==> config.mk <==
export PLATFORM = sky130hd
export DESIGN_NAME = sici_pcs_blk_lock
export DESIGN_NICKNAME = d
export VERILOG_FILES = /design/src/rtl/sici_pcs_pkg.sv /design/src/rtl/sici_sat_cnt.sv /design/src/rtl/sici_pcs_blk_lock.sv
export SDC_FILE = /design/constraint.sdc
export NUM_CORES = 1
export LEC_CHECK = 0
export BUFFER_PORTS_ARGS = -buffer_cell sky130_fd_sc_hd__buf_2
export CAP_MARGIN = 20
export CORE_ASPECT_RATIO = 0.9
export CORE_MARGIN = 2
export CORE_UTILIZATION = 50
export CTS_BUF_LIST = sky130_fd_sc_hd__clkbuf_16
export DETAILED_ROUTE_END_ITERATION = 16
export GPL_ROUTABILITY_DRIVEN = 0
export PLACE_DENSITY = 0.76
export SETUP_SLACK_MARGIN = 0.15
export SLEW_MARGIN = 10
export SYNTH_ARGS = -nofsm -noshare
export SYNTH_HDL_FRONTEND = slang
export SYNTH_SLANG_ARGS = --single-unit
==> constraint.sdc <==
create_clock -name Ck -period 4.5 [get_ports Ck]
set_input_delay 0.675 -clock Ck [delete_from_list [all_inputs] [get_ports Ck]]
set_output_delay 0.675 -clock Ck [all_outputs]
set_load 0.02 [all_outputs]
==> src/rtl/sici_pcs_pkg.sv <==
// rtl/sici_pcs_pkg.sv - shared types, header defaults and sizing helper for the Sici PCS block lock
package sici_pcs_pkg;

    typedef enum logic [1:0] {
        ST_HUNT   = 2'd0,
        ST_SLIPW  = 2'd1,
        ST_VERIFY = 2'd2,
        ST_LOCK   = 2'd3
    } blk_state_t;

    localparam logic [1:0] SH_A_DEF = 2'b01;
    localparam logic [1:0] SH_B_DEF = 2'b10;

    // Bits needed to hold values 0..v-1; callers pass (max+1) so max itself fits.
    function automatic int clog2(input int v);
        int r;
        r = 0;
        while ((1 << r) < v) begin
            r = r + 1;
        end
        return r;
    endfunction

endpackage

==> src/rtl/sici_sat_cnt.sv <==
// rtl/sici_sat_cnt.sv - saturating event counter with clock enable and synchronous clear
module sici_sat_cnt #(
    parameter int W = 8
) (
    input  logic         clk,
    input  logic         rst,
    input  logic         ce,
    input  logic         inc,
    input  logic         clr,
    output logic [W-1:0] cnt
);

    logic [W-1:0] cnt_q;
    logic [W-1:0] cnt_d;

    // Clear wins over a same-cycle increment; the count sticks at all-ones.
    always_comb begin
        cnt_d = cnt_q;
        if (ce) begin
            if (clr) begin
                cnt_d = '0;
            end else if (inc && (cnt_q != '1)) begin
                cnt_d = cnt_q + 1'b1;
            end
        end
    end

    // Counter register.
    always_ff @(posedge clk or posedge rst) begin
        if (rst) begin
            cnt_q <= '0;
        end else begin
            cnt_q <= cnt_d;
        end
    end

    assign cnt = cnt_q;

endmodule

==> src/rtl/sici_pcs_blk_lock.sv <==
// rtl/sici_pcs_blk_lock.sv - receive block synchroniser: header hunt, verify, windowed lock monitor
module sici_pcs_blk_lock
    import sici_pcs_pkg::*;
#(
    parameter int             FW       = 40,
    parameter int             SHW      = 2,
    parameter logic [SHW-1:0] SH_A     = SHW'(SH_A_DEF),
    parameter logic [SHW-1:0] SH_B     = SHW'(SH_B_DEF),
    parameter int             ENT      = 32,
    parameter int             WIN      = 64,
    parameter int             EXT      = 16,
    parameter int             SLP_WAIT = 4,
    parameter int             ECW      = 16
) (
    input  logic           Ck,
    input  logic           Rs,
    input  logic           CE,
    input  logic [FW-1:0]  Phy_Dat,
    input  logic           Re_Syn,
    input  logic           Cnt_Clr,
    output logic           Bit_Slp,
    output logic           Syn_OK,
    output logic           Lo_Syn,
    output logic           Err_SH,
    output logic [FW-1:0]  PCS_Dat,
    output logic [ECW-1:0] Err_Cnt,
    output logic [7:0]     Slp_Cnt
);

    localparam int GW = clog2(ENT + 1);
    localparam int BW = clog2(EXT + 1);
    localparam int WW = clog2(WIN + 1);
    localparam int TW = clog2(SLP_WAIT + 1);

    localparam logic [GW-1:0] ENT_V    = GW'(ENT);
    localparam logic [BW-1:0] EXT_V    = BW'(EXT);
    localparam logic [WW-1:0] WIN_LAST = WW'(WIN - 1);
    localparam logic [TW-1:0] WAIT_V   = TW'(SLP_WAIT);

    blk_state_t    state_q, state_d;
    logic [GW-1:0] good_q, good_d;
    logic [BW-1:0] bad_q, bad_d;
    logic [WW-1:0] win_q, win_d;
    logic [TW-1:0] wait_q, wait_d;
    logic          syn_ok_q, syn_ok_d;
    logic          lo_syn_q, lo_syn_d;
    logic          bit_slp_q, bit_slp_d;
    logic          err_sh_q, err_sh_d;
    logic [FW-1:0] pcs_dat_q, pcs_dat_d;

    logic [SHW-1:0] hdr;
    logic           hdr_ok;
    logic           slip;

    assign hdr    = Phy_Dat[FW-1 -: SHW];
    assign hdr_ok = (hdr == SH_A) || (hdr == SH_B);

    // Next-state evaluation of one frame per enabled cycle; a slip from any state funnels through one path.
    always_comb begin
        state_d   = state_q;
        good_d    = good_q;
        bad_d     = bad_q;
        win_d     = win_q;
        wait_d    = wait_q;
        syn_ok_d  = syn_ok_q;
        lo_syn_d  = lo_syn_q;
        bit_slp_d = bit_slp_q;
        err_sh_d  = err_sh_q;
        pcs_dat_d = pcs_dat_q;
        slip      = 1'b0;
        if (CE) begin
            pcs_dat_d = Phy_Dat;
            bit_slp_d = 1'b0;
            err_sh_d  = 1'b0;
            if (Re_Syn) begin
                state_d = ST_HUNT;
                good_d  = '0;
                bad_d   = '0;
                win_d   = '0;
                wait_d  = '0;
            end else begin
                case (state_q)
                    ST_HUNT: begin
                        if (!hdr_ok) begin
                            slip = 1'b1;
                        end else if (ENT_V == GW'(1)) begin
                            state_d = ST_LOCK;
                            good_d  = '0;
                            bad_d   = '0;
                            win_d   = '0;
                        end else begin
                            state_d = ST_VERIFY;
                            good_d  = GW'(1);
                        end
                    end
                    ST_SLIPW: begin
                        wait_d = wait_q - 1'b1;
                        if (wait_q <= TW'(1)) begin
                            state_d = ST_HUNT;
                            wait_d  = '0;
                        end
                    end
                    ST_VERIFY: begin
                        if (!hdr_ok) begin
                            slip = 1'b1;
                        end else if ((good_q + 1'b1) == ENT_V) begin
                            state_d = ST_LOCK;
                            good_d  = '0;
                            bad_d   = '0;
                            win_d   = '0;
                        end else begin
                            good_d = good_q + 1'b1;
                        end
                    end
                    ST_LOCK: begin
                        if (!hdr_ok) begin
                            err_sh_d = 1'b1;
                            if ((bad_q + 1'b1) == EXT_V) begin
                                slip = 1'b1;
                            end else begin
                                bad_d = bad_q + 1'b1;
                            end
                        end
                        if (!slip) begin
                            if (win_q == WIN_LAST) begin
                                win_d = '0;
                                bad_d = '0;
                            end else begin
                                win_d = win_q + 1'b1;
                            end
                        end
                    end
                    default: begin
                        state_d = ST_HUNT;
                    end
                endcase
                if (slip) begin
                    state_d   = ST_SLIPW;
                    bit_slp_d = 1'b1;
                    wait_d    = WAIT_V;
                    good_d    = '0;
                    bad_d     = '0;
                    win_d     = '0;
                end
            end
            syn_ok_d = (state_d == ST_LOCK);
            lo_syn_d = (state_d != ST_LOCK);
        end
    end

    // Lock FSM state, its counters and the registered status/data outputs.
    always_ff @(posedge Ck or posedge Rs) begin
        if (Rs) begin
            state_q   <= ST_HUNT;
            good_q    <= '0;
            bad_q     <= '0;
            win_q     <= '0;
            wait_q    <= '0;
            syn_ok_q  <= 1'b0;
            lo_syn_q  <= 1'b1;
            bit_slp_q <= 1'b0;
            err_sh_q  <= 1'b0;
            pcs_dat_q <= '0;
        end else begin
            state_q   <= state_d;
            good_q    <= good_d;
            bad_q     <= bad_d;
            win_q     <= win_d;
            wait_q    <= wait_d;
            syn_ok_q  <= syn_ok_d;
            lo_syn_q  <= lo_syn_d;
            bit_slp_q <= bit_slp_d;
            err_sh_q  <= err_sh_d;
            pcs_dat_q <= pcs_dat_d;
        end
    end

    sici_sat_cnt #(.W(ECW)) u_err_cnt (
        .clk (Ck),
        .rst (Rs),
        .ce  (CE),
        .inc (err_sh_d),
        .clr (Cnt_Clr),
        .cnt (Err_Cnt)
    );

    sici_sat_cnt #(.W(8)) u_slp_cnt (
        .clk (Ck),
        .rst (Rs),
        .ce  (CE),
        .inc (bit_slp_d),
        .clr (Cnt_Clr),
        .cnt (Slp_Cnt)
    );

    assign Bit_Slp = bit_slp_q;
    assign Syn_OK  = syn_ok_q;
    assign Lo_Syn  = lo_syn_q;
    assign Err_SH  = err_sh_q;
    assign PCS_Dat = pcs_dat_q;

endmodule

==> results.md, run 1 <==
* Area leader, netlist: dfrtp_1
* Total number of vias at ~3800
* Post-CTS sizing at 0
* EDFF count, synth at 0
* Most common cell after layout, fill and taps aside: buf_2
* Clock buffer depth at 2
* Met1 Use GR at roughly 27%
* Fmax at around 370 MHz
* Post-synth top area share at between 40 and 50%
* Crit start category: primary input
* Synth top area cells: dfrtp_1, mux2_2, o21ai_0
* Vias per std cell at about 5.7
* Multi-input gate area at 0.00217 sq mm
* CTS tree: built
* Fraction of layout cells with a size suffix above 1 at between 30% and 40%
* Die area at 0.00995 sq mm
* Worst min path class: in2async
* Area of the mapped netlist at ~0.0046 sq mm
* Syn_nets at 480
* Met3 Track Usage GR at around 4.1%
* Top_reg_cell synth: dfrtp_1
* Area Overhead vs Synth at 20.6%
* Post-CTS Setup Bufs at 0
* P_int at about 1.4 mW
* Clock power share at between 30% and 40%
* Core box area at 0.00900 sq mm
* CP Buf/Inv Count at 2
* Crit Path Class: in2reg
* Total clock buffers created by CTS at 9
* Post-synth cell types at 62
* Final Setup Violations at 0
* Switch share at between 30% and 40%
* Unrepaired setup endpoints after global routing: no
* Largest net degree at the start of global routing at 54
* CTS root buf: clkbuf_16
* Mapped Cells at 427
* Grt total ovfl at 0
* Initial antenna violation count at 0
* Antenna fix cells at 0
* Tmin final at 2.67 ns
* Least-Margin Pin Slew at between 0.9 and 1 ns
* Sw Pwr at between 0.6 and 0.7 mW
* Yosys warns at 0
* #FFs+latches synth at slightly above 90
* Top delay family on crit path: buffers and inverters
* GR Util met2 at between 30 and 40%
* Nets at 591
* Remaining antenna violation count at 0
* CTS clk-pin slew, worst paths at around 0.070 ns
* Setup TNS at 0 ns
* Fillers at 792
* Power, Total at around 2.0 mW
* Hold Fails Final Rpt at 0
* DIE HEIGHT at 94.9 microns
* All-Layer GR Usage at between 20% and 30%
* CP Depth at 8
* Async SR Flop Fraction at 100%
* Seq/Total Area, Yosys at about half
* Critical-path maximum fanout at 36
* Drt pass-1 iters at 4
* DR WL/cell at ~16 microns
* Row count at 33
* Logic pwr share at 18.6%
* Routed WL at ~10000 microns
* Worst path max stage delay at 0.49 ns
* Cells on worst reg2reg path at 8
* CTS sink count at 91
* I/O Buffers at ~110
* Crit path required time at around 4.8 ns
* Static Leak at 2.60 nW
* Vias in the first global route at about 3600
* Initial Utilization at 50.9%
* Die X-Extent at 105 microns
* WP data arrival at approximately 3 ns
* Register share of total power at a little under half
* Total area of sequential cells at approximately 0.0023 sq mm
* Global-route wire length before repair at ~17000 microns
* Pwr dens at ~370 mW/mm^2
* Hold-fix buffers, CTS at 0
* DP Wirelength at around 7300 microns
* Worst Skew at approximately 0.0051 ns
* Outcome: complete, no violations
* Max Slew Vio Count at 0
* H-tree Lvls at 3
* Cell chain of the critical path: buf_2, buf_4, nand2b_1, nor3_1, a21oi_1, o22a_4, or4_1, nand3_1
* Maximum VDD drop at ~0.18 mV
* Syn avg cell area at around 11 sq um
* Slew headroom at 38.2%
* Worst path slowest cell: buf_4
* Final period util at about three fifths
* DR iter-0 viols at between 200 and 250
* Worst Setup End Kind: flop
* Max cap viols at 0
* IO Pins at 113
* Clk Latency, worst-skew pair at ~0.34 ns
* Most frequent cells in the layout: buf_2, dfrtp_1, mux2_2
* Global routing's busiest layer: met2
* Remaining DRCs at 0
through the flow:
step | setup slack [ns] | instance area, sq um | utilization, % | cells | hold WS (ns)
detailed placement | 1.48 | 5240 | 58.3 | 648 | 0.478
global route | 1.66 | 5530 | 61.4 | 665 | 0.516
finish | 1.83 | 5530 | 61.4 | 665 | 0.488
CTS | 1.80 | 5520 | 61.3 | 664 | 0.492
floorplan | 1.46 | 4590 | - | 427 | 0.450
global placement | 1.51 | 5240 | 58.3 | 648 | 0.464
logic make-up (layout without fill, tap and decap cells):
kind of cell / Yosys count / count (layout) / synth area share (%)
simple gates: 141 / 141 / 15.9
compound gates: 101 / 101 / 16.4
flops: 91 / 91 / 49.7
mux: 45 / 45 / 11.0
buf+inv: 31 / 147 / 2.95
xor+xnor: 10 / 10 / 1.91
fa+ha+maj: 8 / 8 / 2.18
cell usage after synthesis, types with 7 or more instances:
cell / number
dfrtp_1: 90
mux2_2: 42
nand2_1: 32
o21ai_0: 31
nor2_1: 26
nand3_1: 24
inv_1: 14
a21oi_1: 11
and3_1: 9
ha_1: 8
nor3_1: 8
clkbuf_1: 7
xor2_1: 7
state kept, by name, summed over array words and instances (netlist names), 2 cells and up:
register and flops:
wait_q 3, PCS_Dat 40, u_err_cnt.cnt 16, state_q 2, bad_q 5, good_q 6
win_q 7, u_slp_cnt.cnt 8
final cells by class:
cell class                      count  area share (%)
Clock buffer                        9            4.07
Inverter                           15            1.04
Tap cell                          122            2.76
Sequential cell                    91            41.2
Clock inverter                      7           0.950
Multi-Input combinational cell    305            39.3
Timing Repair Buffer              116            10.7
worst paths after layout:
path,startpoint,endpoint,slack (ns)
max in group asynchronous,Rs,Lo_Syn,2.95
max,CE,u_slp_cnt.cnt[5],1.83
min reg2reg,wait_q[1],wait_q[1],0.49
min,Rs,PCS_Dat[29],0.49
min in group Ck,wait_q[1],wait_q[1],0.49
max reg2reg,u_err_cnt.cnt[0],u_err_cnt.cnt[2],1.87
worst register-to-register path, cell delays in order (launching register included):
cell and delay (ns):
dfrtp_1 0.44, ha_1 0.24, nand3_1 0.12, nor4_1 0.58, a21oi_1 0.26, buf_4 0.25, o21ai_0 0.31, o21ai_0 0.15
a22o_1 0.19
power by group through the flow:
stage                     combinational, mW  sequential [mW]  clock (mW)
after floorplan                       0.206             1.02           0
after global placement                0.371            0.967           0
after detailed placement              0.383            0.971           0
after CTS                             0.384            0.957       0.722
after global routing                  0.425            0.970       0.759
final                                 0.381            0.959       0.709
metal layers:
metal | routed length, microns | part of all wire, %
met1 | 4480 | 43
met2 | 5200 | 50
met3 | 442 | 4.3
met4 | 223 | 2.2
met5 | 0 | 0
(Power assumes the default switching activity.)
==> run 2: changes to the inputs <==
- CORE_UTILIZATION: 50 -> 48
- clock period: 4.5 -> 2.4 ns (I/O delays scaled with it)
==> run 2 against run 1 <==
Compared with the run above:
- hold slack worse by 0.24 ns
- largest cell class unchanged
- non-clock buffer count increased by 20
- critical path type is now reg2reg
- critical endpoint is now Syn_OK
- core utilization grew 1.2 points
==> results.md, run 2 (synthesis gave the netlist of run 1 again) <==
* Global routing's busiest layer: met2
* CTS root buf: clkbuf_16
* Drt pass-1 iters at 4
* Static Leak at between 2 and 3 nW
* Core box area at between 0.009 and 0.01 sq mm
* Most frequent cells in the layout: buf_2, dfrtp_1, mux2_2
* Power, Total at approximately 4 mW
* Setup TNS at 0 ns
* Total number of vias at approximately 3900
* Hold_ws at around 0.25 ns
* Reg2reg start: good_q[0]
* DP Wirelength at 7310 microns
* DR WL/cell at roughly 16 microns
* Outcome: complete, no violations
* CTS sink count at just over 90
* CTS tree: built
* Global-route wire length before repair at 18100 microns
* Die area at about 0.010 sq mm
* Routed WL at ~11000 microns
* Vias in the first global route at 3762
* Cell chain of the critical path: a311oi_2, a22o_1, nor2b_1, nand2_1, a221o_1, o32ai_1
* Fraction of layout cells with a size suffix above 1 at 37.8%
* Crit Path Class: reg2reg
* Total clock buffers created by CTS at 9
* Clk Latency, worst-skew pair at 0.34 ns
* Remaining DRCs at 0
* Worst Skew at between 0.003 and 0.004 ns
* Nets at roughly 610
* Top delay family on crit path: compound AO/OA/AOI/OAI gates
* Unrepaired setup endpoints after global routing: yes
* Clock buffer depth at 2
* Most common cell after layout, fill and taps aside: buf_2
* Worst path max stage delay at approximately 0.46 ns
* All-Layer GR Usage at 21.6%
* Met3 Track Usage GR at approximately 5.4%
* Initial antenna violation count at 0
* IO Pins at between 100 and 150
* Least-Margin Pin Slew at 0.568 ns
* Critical-path maximum fanout at 7
* Tmin final at roughly 2.2 ns
* Antenna fix cells at 0
* Hold Fails Final Rpt at 0
* CTS clk-pin slew, worst paths at ~0.060 ns
* Die X-Extent at between 100 and 150 microns
* Max cap viols at 0
* Hold_sp: Phy_Dat[31]
* Pwr dens at 695 mW/mm^2
* Largest net degree at the start of global routing at 80
* Slew headroom at between 60 and 70%
* Worst path slowest cell: dfrtp_1
* Crit start category: flop
* Met1 Use GR at roughly 28%
* Worst Setup End Kind: flop
* H-tree Lvls at 3
* Largest register FFs at 40
* Row count at 33
* WP data arrival at 2.41 ns
* DR iter-0 viols at 208
* Final period util at about nine tenths
* GR Util met2 at between 30% and 40%
* Crit path required time at approximately 2.6 ns
* I/O Buffers at between 100 and 150
* Fmax at roughly 460 MHz
* DIE HEIGHT at 96.7 microns
* Worst min path class: in2reg
* Vias per std cell at ~5.6
* Crit. Startpoint: good_q[0]
* CP Buf/Inv Count at 0
* Final Setup Violations at 0
* Maximum VDD drop at 0.420 mV
* Grt total ovfl at 0
* Max Slew Vio Count at 0
* Remaining antenna violation count at 0
* Area Overhead vs Synth at 25.7%
* Initial Utilization at about half
==> run 2: cell type report <==
type	instances	area, sq um
Clock inverter	7	61.3
Inverter	15	60.1
Multi-Input combinational cell	305	2230
Clock buffer	9	225
Sequential cell	91	2280
Timing Repair Buffer	136	759
Tap cell	122	153
Fill cell	749	3440
==> run 2: power by group <==
part / internal [mW] / leakage, nW / switching [mW]
clock network: 0.796 / 0.148 / 0.586
registers: 1.67 / 1.16 / 0.127
logic: 0.354 / 1.40 / 0.475
==> run 2: timing repair <==
action,4_1_cts,5_1_grt
pin swaps,3,4
gates resized for setup,5,7
hold buffers,1,0
endpoints found under the setup margin,7,17
hold endpoints to repair,12,0
setup buffers,4,4
==> run 2: per-layer routing <==
| metal | vias up | part of all wire (%) |
|---|---|---|
| met1 | 1889 | 44 |
| met4 | 0 | 2.5 |
| met3 | 27 | 4.8 |
| met2 | 105 | 49 |
| met5 | - | 0 |
| li1 | 1838 | - |
==> run 2: through the flow <==
step / setup WS (ns) / instances / utilization [%] / area [sq um]
after floorplan: 0.160 / 427 / - / 4590
after global placement: 0.115 / 660 / 58.1 / 5350
after detailed placement: 0.0351 / 660 / 58.1 / 5350
after CTS: 0.126 / 681 / 61.9 / 5700
after global routing: 0.0944 / 685 / 62.6 / 5760
final: 0.215 / 685 / 62.6 / 5760
==> run 2: final timing paths <==
| check | to | slack [ns] | cells past startpoint |
|---|---|---|---|
| setup / recovery | Syn_OK | 0.21 | 6 |
| setup reg to reg | Syn_OK | 0.21 | 6 |
| hold reg to reg | win_q[6] | 0.48 | 1 |
| min in group asynchronous | PCS_Dat[25] | 0.52 | 3 |
| hold / removal | PCS_Dat[31] | 0.25 | 2 |
| max in group asynchronous | bad_q[1] | 1.16 | 4 |
